==> config.mk <==
export PLATFORM = sky130hd
export DESIGN_NAME = dmem_arbiter
export DESIGN_NICKNAME = d
export VERILOG_FILES = /design/src/rtl/dmem_arbiter.sv
export SDC_FILE = /design/constraint.sdc
export NUM_CORES = 1
export LEC_CHECK = 0
export CAP_MARGIN = 10
export CORE_AREA = 4 4 229 231
export DETAILED_ROUTE_END_ITERATION = 12
export DIE_AREA = 0 0 233 235
export PLACE_DENSITY = 0.51
export SKIP_LAST_GASP = 1
export SLEW_MARGIN = 20
export SYNTH_ARGS = -nofsm -noshare
export SYNTH_HDL_FRONTEND = slang
export SYNTH_SLANG_ARGS = --single-unit
==> constraint.sdc <==
create_clock -name clk -period 2.3 [get_ports clk]
set_clock_uncertainty 0.15 [all_clocks]
set_input_delay 0.46 -clock clk [delete_from_list [all_inputs] [get_ports clk]]
set_output_delay 0.46 -clock clk [all_outputs]
set_load 0.01 [all_outputs]
==> src/rtl/dmem_arbiter.sv <==
// Two-port data-memory arbiter: IDLE grants one requester, ACCESS drives memory, RESP returns the result.
// Define DMEM_ARBITER_RR_EN for round-robin tie-breaking; the default is fixed priority with port 0 winning.
module dmem_arbiter #(
  parameter int ADDR_W = 64,
  parameter int DATA_W = 64,
  parameter int DEPTH  = 1024
) (
  input  logic              clk,
  input  logic              rst,
  input  logic              p0_req,
  input  logic              p0_we,
  input  logic [ADDR_W-1:0] p0_addr,
  input  logic [DATA_W-1:0] p0_wdata,
  output logic              p0_gnt,
  output logic              p0_rsp_valid,
  output logic [DATA_W-1:0] p0_rsp_rdata,
  output logic              p0_rsp_err,
  input  logic              p1_req,
  input  logic              p1_we,
  input  logic [ADDR_W-1:0] p1_addr,
  input  logic [DATA_W-1:0] p1_wdata,
  output logic              p1_gnt,
  output logic              p1_rsp_valid,
  output logic [DATA_W-1:0] p1_rsp_rdata,
  output logic              p1_rsp_err,
  output logic [ADDR_W-1:0] mem_address,
  output logic [DATA_W-1:0] mem_WriteData,
  output logic              mem_MemWrite,
  output logic              mem_MemRead,
  input  logic [DATA_W-1:0] mem_ReadData
);

  typedef enum logic [1:0] {IDLE, ACCESS, RESP} state_t;

  state_t            state, state_nxt;
  logic              owner;
  logic              op_we;
  logic [ADDR_W-1:0] op_addr;
  logic [DATA_W-1:0] op_wdata;
  logic [DATA_W-1:0] rdata_q;
  logic              err_q;
  logic              pick0;
  logic              in_range;

  assign in_range = (op_addr < ADDR_W'(DEPTH));

`ifdef DMEM_ARBITER_RR_EN
  // last_gnt = 1 means port 1 was served last, so port 0 wins the next tie
  logic last_gnt;

  always_ff @(posedge clk or negedge rst) begin
    if (!rst)        last_gnt <= 1'b1;
    else if (p0_gnt) last_gnt <= 1'b0;
    else if (p1_gnt) last_gnt <= 1'b1;
  end

  assign pick0 = p0_req && (!p1_req || last_gnt);
`else
  assign pick0 = p0_req;
`endif

  always_ff @(posedge clk or negedge rst) begin
    if (!rst) state <= IDLE;
    else      state <= state_nxt;
  end

  always_comb begin
    state_nxt    = state;
    p0_gnt       = 1'b0;
    p1_gnt       = 1'b0;
    mem_MemWrite = 1'b0;
    mem_MemRead  = 1'b0;
    case (state)
      IDLE: begin
        // gated by rst so nothing leaks out while reset is asserted
        p0_gnt = rst && pick0;
        p1_gnt = rst && p1_req && !pick0;
        if (p0_gnt || p1_gnt) state_nxt = ACCESS;
      end
      ACCESS: begin
        mem_MemWrite = in_range && op_we;
        mem_MemRead  = in_range && !op_we;
        state_nxt    = RESP;
      end
      RESP:    state_nxt = IDLE;
      default: state_nxt = IDLE;
    endcase
  end

  always_ff @(posedge clk or negedge rst) begin
    if (!rst) begin
      owner    <= 1'b0;
      op_we    <= 1'b0;
      op_addr  <= '0;
      op_wdata <= '0;
      rdata_q  <= '0;
      err_q    <= 1'b0;
    end else begin
      if (p0_gnt) begin
        owner    <= 1'b0;
        op_we    <= p0_we;
        op_addr  <= p0_addr;
        op_wdata <= p0_wdata;
      end else if (p1_gnt) begin
        owner    <= 1'b1;
        op_we    <= p1_we;
        op_addr  <= p1_addr;
        op_wdata <= p1_wdata;
      end
      if (state == ACCESS) begin
        rdata_q <= (in_range && !op_we) ? mem_ReadData : '0;
        err_q   <= !in_range;
      end
    end
  end

  assign mem_address   = op_addr;
  assign mem_WriteData = op_wdata;

  assign p0_rsp_valid = (state == RESP) && !owner;
  assign p1_rsp_valid = (state == RESP) && owner;
  assign p0_rsp_rdata = p0_rsp_valid ? rdata_q : '0;
  assign p1_rsp_rdata = p1_rsp_valid ? rdata_q : '0;
  assign p0_rsp_err   = p0_rsp_valid && err_q;
  assign p1_rsp_err   = p1_rsp_valid && err_q;

endmodule

After elaboration in Yosys (flattened, before gate mapping)
Cells that the tools add are included.

Flip-flop bits (word level): 197. Bits of input ports: 326. Output and inout port bits: 264. Word-level logic and storage cells: 44.

Magnitude comparators: 1. Equal/unequal tests: 3. Mux-type cells: 17. Reduce and logical (&&, ||, !) cells: 16.

Operators by type and width (count): $mux 64 (7); $lt 64x11->1 const B (1); $logic_and 1x1->1 (9); $mux 1 (8); $logic_not 1->1 (4); $pmux 2 s2 (1); $eq 2x1->1 const B (1); $eq 2x2->1 const B (1); $logic_not 2->1 (1); $mux 2 (1); $ne 2x2->1 const B (1); $reduce_bool 2->1 (1); $logic_or 1x1->1 (1).

Logic depth before layout (Yosys ltp)
Depth in word-level cells: 5. Mapped depth: 7. Depth with buffers taken out: 5.

Least setup slack after synthesis
No wires, ideal clock.

Path type: reg2out. From: register op_addr[56], in the netlist mem_address[56]. To: output port mem_MemRead. Data arrival time: 1.834 ns. Data required time: 1.690 ns. Setup slack: -0.144 ns. Cell stages (with the launch flop): 8. Path buffers: 3. Cell sequence: dfrtp_1 -> nor4_1 -> nand4_1 -> or3_1 -> clkbuf_1 -> buf_6 -> buf_6 -> nor3_1.

Word-level cells in the longest chain between the ends: 3.

Ends and longest elaborated chain: start, declared (RTL line 38) `logic [ADDR_W-1:0] op_addr;`; start signal, assigned (RTL line 102) `op_addr <= p0_addr;`; start signal, assigned (RTL line 107) `op_addr <= p1_addr;`; $lt 64x11->1 (RTL line 45) `assign in_range = (op_addr < ADDR_W'(DEPTH));`; $logic_and 1x1->1 (RTL line 82) `mem_MemRead = in_range && !op_we;`; $mux 1 (RTL line 73) `case (state)`; end, declared (RTL line 29) `output logic mem_MemRead,`.

No other way between the ends.

Worst setup path in the final report
From: register op_addr[11], in the netlist mem_address[11]. To: output port mem_MemWrite.

Word-level cells in the longest chain between the ends: 3.

Ends and longest elaborated chain: $lt 64x11->1 (RTL line 45); $logic_and 1x1->1 (RTL line 81) `mem_MemWrite = in_range && op_we;`; $mux 1 (RTL line 73); end, declared (RTL line 28) `output logic mem_MemWrite,`.

No other way between the ends.

==> metrics.yaml <==
ys_types: 25
crit_start: "mem_address[11]"
crit_arrival_ns: 2.27
finalNonFillerCells: 2541
core_area_um2: 50100
power_mw: 12.2
numCtsBuffers: 17
post-route-min-period_ns: 2.88
path_buf_inv: 3
fin_crit_sh_pct: 125
track_usage_pct: 19.0
start_util_pct: 19.7
setup_tns_ns: -54.88
max_freq_mhz: 348
hold_viol: 0
vias: 11500
fp.dieW_um: 233
antenna_found_initial: 14
syn_avg_cell_area_um2: 8.44
grt_pass1_vias: 11800
ys_ff_latch: 197
slew_headroom_pct: 5.73
r2r_end: "rdata_q[63]"
end_kind: "primary output"
crit_chain: "nor4_2, buf_4, nand4_1, buf_4, or3_4, nor3_4, buf_2"
route.detailed.wl_per_inst_um: 22.3
met1_usage_pct: 20.1
clkTransAtPathRegs_ns: 0.07
seq_area_um2: 4930
dpl.hpwl_um: 37700
grt_pass1_wl_um: 77600
hold_class: "reg -> reg"
place.gp.congestion: 0.846
post-place-cells: 2424
port_buffers: 589
met3_usage_pct: 8.47
syn_nets: 1495
yosysSeqAreaShare_pct: 49.9
drv_cap: 0
cts.htree.levels: 4
grtUsageMet2_pct: 33.5
area_delta_synth_final_pct: 104
synthCells: 1169
setup_viol: 201
clock_path_buffers: 2
hp-start: "rdata_q[20]"
clk_latency_ns: 0.49
grt_max_degree: 116
ir_worst_vdd_mv: 0.352
cp_common_cell: "buf_4"
multi_input_area_um2: 5260
crit_slowest_cell: "dfrtp_1"
drive_gt1_share_pct: 29.4
cp-endpoint: "mem_MemWrite"
synth_warnings: 0
drtPass1Iterations: 4
busiest_layer: "met2"
drt_iter0_drc: 505
die-area_um2: 54800
worstPathMaxFanout: 3
wirelength_um: 56500
vias_per_cell: 4.52
start_kind: "flop"
maxSlewViolCount: 0
cp_data_required_time_ns: 1.69
fin_nets: 2179
die_height_um: 235
cts_tree: "built"
cp_top_family: "simple AND/OR/NAND/NOR gates"
pin_count: 590
critPathKind: "reg -> out"
worstMarginPinSlew_ns: 1.41
rr_startpoint: "mem_address[11]"
cts_root_buffer: "clkbuf_16"
synth.cell_area_um2: 9870
rr_worst_depth: 11
total_leakage_power_nw: 9.43
outcome: "finished with violations"
cp.depth: 7
layout_setup_ws_ns: -0.576
rows: 82
cts.sinks: 197
ant_nets: 0
power.density_nw_per_um2: 607
cpPeakStageDelay_ns: 0.39
violations: "negative setup slack"
grt-ovfl-total: 0
reg2reg_slack_ns: -0.39
route.detailed.drc: 0
rsz0062_at_grt: "true"
fill_cells: 4939
[final cells by class]
type / count / area share, %
Multi-Input combinational cell: 805 / 26.1
Timing Repair Buffer: 764 / 41.3
Tap cell: 672 / 4.17
Clock inverter: 10 / 0.360
Clock buffer: 22 / 2.26
Inverter: 68 / 1.30
Sequential cell: 197 / 24.5
Antenna cell: 3 / 0.0373
[metal layers]
metal,part of all wire (%),routed length (um),vias to the layer above
met5,0.16,92,-
met4,2.7,1530,14
met3,9.4,5320,83
met2,51,29000,480
met1,36,20600,5644
li1,-,-,5258
[metrics by stage]
step	area (um2)	hold WS, ns	setup WS [ns]	util (%)
after global routing	20100	0.341	-0.751	40.2
after detailed placement	17100	0.321	-0.655	34.2
after floorplan	9900	0.0144	-0.00416	-
after CTS	18600	0.315	-0.722	37.1
final	20100	0.360	-0.576	40.2
after global placement	17100	0.318	-0.694	34.2
[cell usage after synthesis]
master | count | area (um2)
dfrtp_1 | 197 | 4930
nand3_1 | 1 | 5.00
a31oi_1 | 129 | 807
and2_1 | 130 | 813
nor2_1 | 129 | 484
and4_1 | 1 | 8.76
inv_1 | 67 | 251
o21a_1 | 1 | 7.51
buf_1 | 7 | 26.3
nor3b_1 | 2 | 15.0
buf_6 | 4 | 45.0
clkinv_1 | 1 | 3.75
nand4_1 | 1 | 6.26
o41ai_1 | 37 | 324
nand2b_1 | 1 | 6.26
nor4_1 | 13 | 81.3
nand2_1 | 326 | 1220
nor3_1 | 3 | 15.0
o22a_1 | 1 | 8.76
nand3b_1 | 1 | 7.51
and3b_1 | 1 | 8.76
o41ai_2 | 27 | 439
or3_1 | 1 | 6.26
clkbuf_1 | 75 | 282
buf_2 | 13 | 65.1
[where the power goes]
group | internal [mW] | total (mW) | switching [mW] | leakage (nW)
sequential | 4.10 | 4.51 | 0.411 | 2.41
clock | 1.42 | 2.95 | 1.53 | 0.251
combinational | 2.62 | 4.76 | 2.15 | 6.77
[worst min-delay path, delay by kind of cell, from the launching register on]
kind | cells | cell delay (ns)
and+or+nand+nor | 1 | 0.07
AOI/OAI and AO/OA | 1 | 0.05
DFF | 1 | 0.36
[registers in the layout (all words and copies together) (netlist names)]
name	flops
err_q	1
owner	1
mem_WriteData	64
mem_address	64
state	2
op_we	1
rdata_q	64
[logic make-up after synthesis]
family          count (synthesis)  share of synthesized area (%)
compound gates                195                           16.1
buf+inv                       167                           6.82
flops                         197                           49.9
simple gates                  610                           27.2
[how the worst min path moves through the flow]
stage / to / cells after the start
finish: rdata_q[20] / 2
global route: mem_WriteData[29] / 3
CTS: mem_WriteData[21] / 3
detailed placement: rdata_q[20] / 2
global placement: rdata_q[20] / 2
floorplan: err_q / 0
[cells in the final DEF, fill, tap and decap left out, types with 2 or more instances in the layout]
cell             Yosys  layout
clkdlybuf4s50_1      0     449
nand2_1            326     325
dfrtp_1            197     195
buf_6                4     156
nor2_1             129     128
and2_4               0     125
a31oi_1            129     124
buf_4                0      83
inv_1               67      66
o41ai_2             27      39
buf_12               0      27
clkbuf_16            0      26
o41ai_4              0      25
buf_8                0      15
buf_16               0      13
nor4_1              13      11
buf_2               13       8
a31oi_2              0       5
and2_1             130       5
clkinvlp_4           0       4
clkbuf_1            75       4
diode_2              0       3
inv_6                0       3
clkinv_2             0       3
dlymetal6s2s_1       0       3
nor3b_4              0       2
nor4_2               0       2
nor3_4               0       2
dfrtp_2              0       2
[timing repair]
action | CTS | global route
endpoints found under the setup margin | 201 | 329
buffers inserted | 49 | 21
hold buffers | 1 | 0
hold endpoints to repair | 42 | 0
pin swaps | 36 | 13
cloned | 15 | 11
gates resized for setup | 708 | 281
Note: power is estimated with default switching activity, not from simulation.
